## src/rtl/dmem_arbiter.sv

```systemverilog
// Data-memory arbiter between the CPU control path and the board I/O port.
// CPU has fixed priority; a starvation counter forces an I/O grant after STARVE_MAX lost cycles.
module dmem_arbiter #(
    parameter int ADDR_W     = 4,
    parameter int DATA_W     = 4,
    parameter int STARVE_MAX = 3
) (
    input  logic              clk,
    input  logic              reset,
    input  logic              cpu_req,
    input  logic              cpu_we,
    input  logic [ADDR_W-1:0] cpu_addr,
    input  logic [DATA_W-1:0] cpu_wdata,
    output logic              cpu_gnt,
    output logic              cpu_stall,
    output logic              cpu_rvalid,
    output logic [DATA_W-1:0] cpu_rdata,
    input  logic              io_req,
    input  logic              io_we,
    input  logic [ADDR_W-1:0] io_addr,
    input  logic [DATA_W-1:0] io_wdata,
    output logic              io_gnt,
    output logic              io_rvalid,
    output logic [DATA_W-1:0] io_rdata,
    output logic              mem_en,
    output logic              mem_we,
    output logic [ADDR_W-1:0] mem_addr,
    output logic [DATA_W-1:0] mem_wdata,
    input  logic [DATA_W-1:0] mem_rdata
);

    typedef enum logic [1:0] {
        RD_NONE,
        RD_CPU,
        RD_IO
    } rd_owner_t;

    localparam logic [2:0] WAIT_MAX = 3'(STARVE_MAX);

    logic [2:0] io_wait;
    rd_owner_t  rd_owner;
    logic       io_force;

    always_comb begin
        io_force  = io_req && (io_wait == WAIT_MAX);
        // Requests seen during the reset cycle are ignored entirely.
        cpu_gnt   = !reset && cpu_req && !io_force;
        io_gnt    = !reset && io_req && (!cpu_req || io_force);
        cpu_stall = !reset && cpu_req && !cpu_gnt;

        mem_en    = cpu_gnt || io_gnt;
        mem_we    = 1'b0;
        mem_addr  = '0;
        mem_wdata = '0;
        if (cpu_gnt) begin
            mem_we    = cpu_we;
            mem_addr  = cpu_addr;
            mem_wdata = cpu_wdata;
        end else if (io_gnt) begin
            mem_we    = io_we;
            mem_addr  = io_addr;
            mem_wdata = io_wdata;
        end

        // Gating with reset drops data of a read granted just before reset.
        cpu_rvalid = !reset && (rd_owner == RD_CPU);
        io_rvalid  = !reset && (rd_owner == RD_IO);
        cpu_rdata  = cpu_rvalid ? mem_rdata : '0;
        io_rdata   = io_rvalid ? mem_rdata : '0;
    end

    always_ff @(posedge clk) begin
        if (reset) begin
            io_wait  <= '0;
            rd_owner <= RD_NONE;
        end else begin
            if (!io_req || io_gnt)
                io_wait <= '0;
            else if (io_wait != WAIT_MAX)
                io_wait <= io_wait + 3'd1;

            if (cpu_gnt && !cpu_we)
                rd_owner <= RD_CPU;
            else if (io_gnt && !io_we)
                rd_owner <= RD_IO;
            else
                rd_owner <= RD_NONE;
        end
    end

endmodule

```

## config.mk

```make
export PLATFORM = sky130hd
export DESIGN_NAME = dmem_arbiter
export DESIGN_NICKNAME = d
export VERILOG_FILES = /design/src/rtl/dmem_arbiter.sv
export SDC_FILE = /design/constraint.sdc
export NUM_CORES = 1
export LEC_CHECK = 0
export BUFFER_PORTS_ARGS = -buffer_cell sky130_fd_sc_hd__buf_4
export CAP_MARGIN = 20
export CORE_AREA = 10 10 49 51
export CTS_CLUSTER_DIAMETER = 60
export DETAILED_ROUTE_END_ITERATION = 6
export DIE_AREA = 0 0 59 61
export PLACE_DENSITY_LB_ADDON = 0.25
export SETUP_SLACK_MARGIN = 0.05
export SLEW_MARGIN = 20
export SYNTH_ARGS = -nofsm -noshare
export SYNTH_HDL_FRONTEND = slang
export SYNTH_SLANG_ARGS = --single-unit
export TNS_END_PERCENT = 30
```

## constraint.sdc

```tcl
create_clock -name clk -period 1.95 [get_ports clk]
set_clock_uncertainty 0.15 [all_clocks]
set_input_delay 0.195 -clock clk [delete_from_list [all_inputs] [get_ports clk]]
set_output_delay 0.195 -clock clk [all_outputs]
set_load 0.005 [all_outputs]
```

Word level (Yosys, flattened, before mapping)
Index checks and enable logic that the tools add are counted.
{ "totals": {"regBits": 5, "latchBits": 0, "ramBits": 0, "rom_bits": 0, "input_bits": 26, "word_cells": 40, "n_memories": 0} }
{ "classes": {"add_sub_neg": 1, "multipliers": 0, "div": 0, "n_lt_le_gt_ge": 0, "eq_ne": 4, "shift": 0, "n_mux": 10, "n_bitwise": 0, "reduce_logical": 22} }
{ "op_table": {"columns": ["cell", "count"], "rows": [
  ["two-way mux 4 bit", 6],
  ["logical AND 1 bit", 10],
  ["logical NOT 1 bit", 7],
  ["OR reduction 2 bit", 2],
  ["adder 3 x 1 -> 3 bit (second input constant)", 1],
  ["equality test 3 x 2 -> 1 bit (second input constant)", 1],
  ["logical OR 1 bit", 3],
  ["two-way mux 1 bit", 3],
  ["!= test 3 x 2 -> 1 bit (second input constant)", 1],
  ["equality test 2 x 1 -> 1 bit (second input constant)", 1],
  ["equality test 2 bit (second input constant)", 1],
  ["two-way mux 2 bit", 1]
]} }

Logic depth before layout (Yosys ltp)
{ "logic_depth": {"ltp_word": 7, "ltp_mapped": 6} }

Worst setup path before layout
No wires, ideal clock.
{ "synth_path": {"path_type": "register to output", "startpoint": "register io_wait[0]", "endpoint": "output port mem_addr[0]", "arrival_ns": 1.254, "path_slack_ns": 0.351, "stages_incl_launch_ff": 7, "path_buffers": 1, "cell_sequence": "dfxtp_1 -> ha_1 -> ha_1 -> nand2b_1 -> buf_2 -> a32oi_1 -> nor2_1"} }
{ "synth_via": {"elab_chain_cells": 6, "elab_cells_between_ends": 8, "classes_between": "eq/ne (1); mux (2); reduce/logical (5)"} }
{ "synth_rtl": {"columns": ["item", "line_no", "text"], "rows": [
  ["from (decl)", "40", "logic [2:0] io_wait;"],
  ["from (signal assigned)", "80", "io_wait <= io_wait + 3'd1;"],
  ["equality test 3 x 2 -> 1 bit (*)", "45", "io_force = io_req && (io_wait == WAIT_MAX);"],
  ["logical AND 1 bit (*)", "45", null],
  ["logical OR 1 bit", "48", "io_gnt = !reset && io_req && (!cpu_req || io_force);"],
  ["logical AND 1 bit", "48", null],
  ["two-way mux 4 bit", "59", "end else if (io_gnt) begin"],
  ["two-way mux 4 bit (*)", "55", "if (cpu_gnt) begin"],
  ["to (decl)", "27", "output logic [ADDR_W-1:0] mem_addr,"]
]} }
Every way passes the cells marked *; elsewhere a longest branch is shown, timed or not.

Worst setup path in the final report
{ "layout_path": {"startpoint": "register io_wait[0]", "endpoint": "output port mem_we"} }
{ "layout_via": {"elab_chain_cells": 6, "elab_cells_between_ends": 8, "classes_between": "eq/ne (1); mux (2); reduce/logical (5)"} }
{ "layout_rtl": {"columns": ["item", "line_no", "text"], "rows": [
  ["equality test 3 x 2 -> 1 bit (*)", "45", null],
  ["logical AND 1 bit (*)", "45", null],
  ["logical OR 1 bit", "48", null],
  ["logical AND 1 bit", "48", null],
  ["two-way mux 1 bit", "59", null],
  ["two-way mux 1 bit (*)", "55", null],
  ["to (decl)", "26", "output logic mem_we,"]
]} }
Marked as above.

==> impl_metrics.ini <==
[status]
outcome = finished, final reports clean

[routing]
final_antenna_net_count = 0
drtIter0Drc = 5
drt_wl_total_mm = 1.98
vias_per_cell = 5.05
wl_per_cell_um = 15.1
routed-via-count = 661
drc = 0
drtPass1Iterations = 2

[synth]
ys_warn_count = 0
ys_seq_elements = 5
syn-num-nets = 91
syn_avg_cell_area_um2 = 7.05
ys_seq_area_frac = 0.225
netlist_instances = 63
yosysUniqueCellTypes = 17
syn_area_um2 = 444

[global_routing]
overflow = 0
grtUsageTotal = 0.102
antenna_found_initial = 0
grt_pass1_wl_mm = 2.91
grt_max_degree = 20
grt_pass1_vias = 614

[setup_path]
critPathMaxFanout = 7
crit-reg2reg-launch = io_wait[0]
cp-startpoint = io_wait[0]
start_kind = register
worst_setup_path_end_kind = primary output
path_class = reg2out
cp_data_required_time_ns = 1.60
arrival_ns = 1.51

[timing]
worstMarginPinSlew_ns = 0.245
final-setup-viol-count = 0
finalMaxSlewViolations = 0
setup_ws_ns = 0.0982
rsz0062_at_grt = true
relSlewSlack = 0.836
finalSetupTns_ns = 0
period_minus_slack_ns = 1.85
whs_ns = 0.115
fmax_mhz = 540
finalCritPeriodShare = 0.950
finalHoldViolations = 0

[place]
gp_congestion = 0.648
port_buffers = 48
placed_cell_area_um2 = 801
dpl.hpwl_mm = 1.54
place_ws_ns = 0.0603

[clocking]
cts.sinks = 5
cts_max_path_buffers = 2
cts.clk_slew.worst_paths_ns = 0.04
clk_latency_ns = 0.24
root_buffer = clkbuf_4
cts_tree = built
h-tree-depth = 1
numCtsBuffers = 3

[power_and_ir_drop]
max-vdd-ir-drop_mv = 0.440
p_total_uw = 360
power_leakage_nw = 0.438
cellPowerDensity_mw_per_mm2 = 381

[floorplan]
die_area_mm2 = 0.00360
die_w_um = 59
num_rows = 14
core_mm2 = 0.00147
fp.dieH_um = 61
start_util = 0.302
ioPinCount = 49

[min_path]
hp-start = reset
worst_hold_path_type = in2reg

[layout]
final_nets = 144
antenna_cells = 0
area_delta_synth_final_pct = 113
drive_above_1_share = 0.591
fin_area_um2 = 945
nFillCells = 130

[job]
maxCapViolCount = 0
## metrics by stage
step | std cells | utilization
floorplan | 63 | -
global placement | 123 | 0.544
detailed placement | 123 | 0.544
CTS | 131 | 0.613
global route | 131 | 0.642
finish | 131 | 0.642
## cell usage after synthesis (all sizes together)
cell | number | area (um2)
a21oi | 1 | 5.00
nor2b | 1 | 6.26
nand2b | 8 | 57.6
a21boi | 1 | 11.3
a32oi | 9 | 78.8
inv | 2 | 7.51
nand2 | 2 | 7.51
nor3 | 1 | 5.00
nor2 | 26 | 105
clkbuf | 2 | 7.51
buf | 2 | 16.3
ha | 2 | 25.0
dfxtp | 5 | 100
or3b | 1 | 11.3
## final timing paths
check / slack (ns) / cells after the start / endpoint
worst min-delay path: 0.11 / 2 / rd_owner[1]
worst max-delay path: 0.1 / 6 / mem_we
worst min register to register: 0.28 / 1 / io_wait[0]
worst max register to register: 0.56 / 4 / io_wait[0]
## cells by family after synthesis
kind of cell / count (synthesis) / synth area share
fa+ha+maj: 2 / 0.0563
buf+inv: 6 / 0.0704
simple gates: 39 / 0.434
flops: 5 / 0.225
compound gates: 11 / 0.214
## layer usage
metal | part of all wire | track usage | vias to the layer above | wire (um)
li1 | - | - | 326 | -
met1 | 0.35 | 0.0976 | 302 | 695
met2 | 0.51 | 0.176 | 31 | 1010
met3 | 0.12 | 0.0626 | 2 | 244
met4 | 0.010 | 0.0393 | 0 | 20
met5 | 0 | 0 | - | 0
## cell usage in the layout (no fill, tap or decap), types with 3 or more instances in the layout
cell type / n
a32oi_1: 5
a32oi_2: 4
buf_4: 48
clkbuf_4: 3
dfxtp_1: 3
nand2b_1: 6
nand2b_4: 3
nor2_1: 23
nor2_2: 3
## power breakdown
group	leakage, nW	internal [mW]	switching (mW)
Clock	0.0150	0.0773	0.0416
Combinational	0.381	0.0786	0.0558
Sequential	0.0416	0.105	0.00170
Total	0.438	0.261	0.0991
## layout make-up
| cell class | instances | area, um2 | share of cell area |
|---|---|---|---|
| flip-flops and latches | 5 | 103 | 0.109 |
| well taps | 16 | 20.0 | 0.0212 |
| multi-input cells | 54 | 408 | 0.432 |
| clock buffers | 4 | 26.3 | 0.0278 |
| inverters | 2 | 7.51 | 0.00795 |
| repair buffers | 50 | 380 | 0.403 |
## what timing repair did
| item | 4_1_cts | 5_1_grt |
|---|---|---|
| setup endpoints to repair | 10 | 10 |
| pin swaps | 3 | 6 |
| gates resized for setup | 7 | 7 |
| setup buffers | 0 | 0 |
| hold endpoints to repair | 2 | 0 |
| cloned | 2 | 0 |
| hold buffers | 2 | 0 |
## flip-flops by register name, summed over array words and instances, names as in the netlist
name      flops
rd_owner      2
io_wait       3
## critical path, cell delays in order (launching register included)
cell,delay [ns]
dfxtp_2,0.33
ha_4,0.16
ha_4,0.19
nand2b_4,0.18
a32oi_2,0.20
nor2_1,0.07
buf_4,0.14
Note: power is estimated with default switching activity, not from simulation.
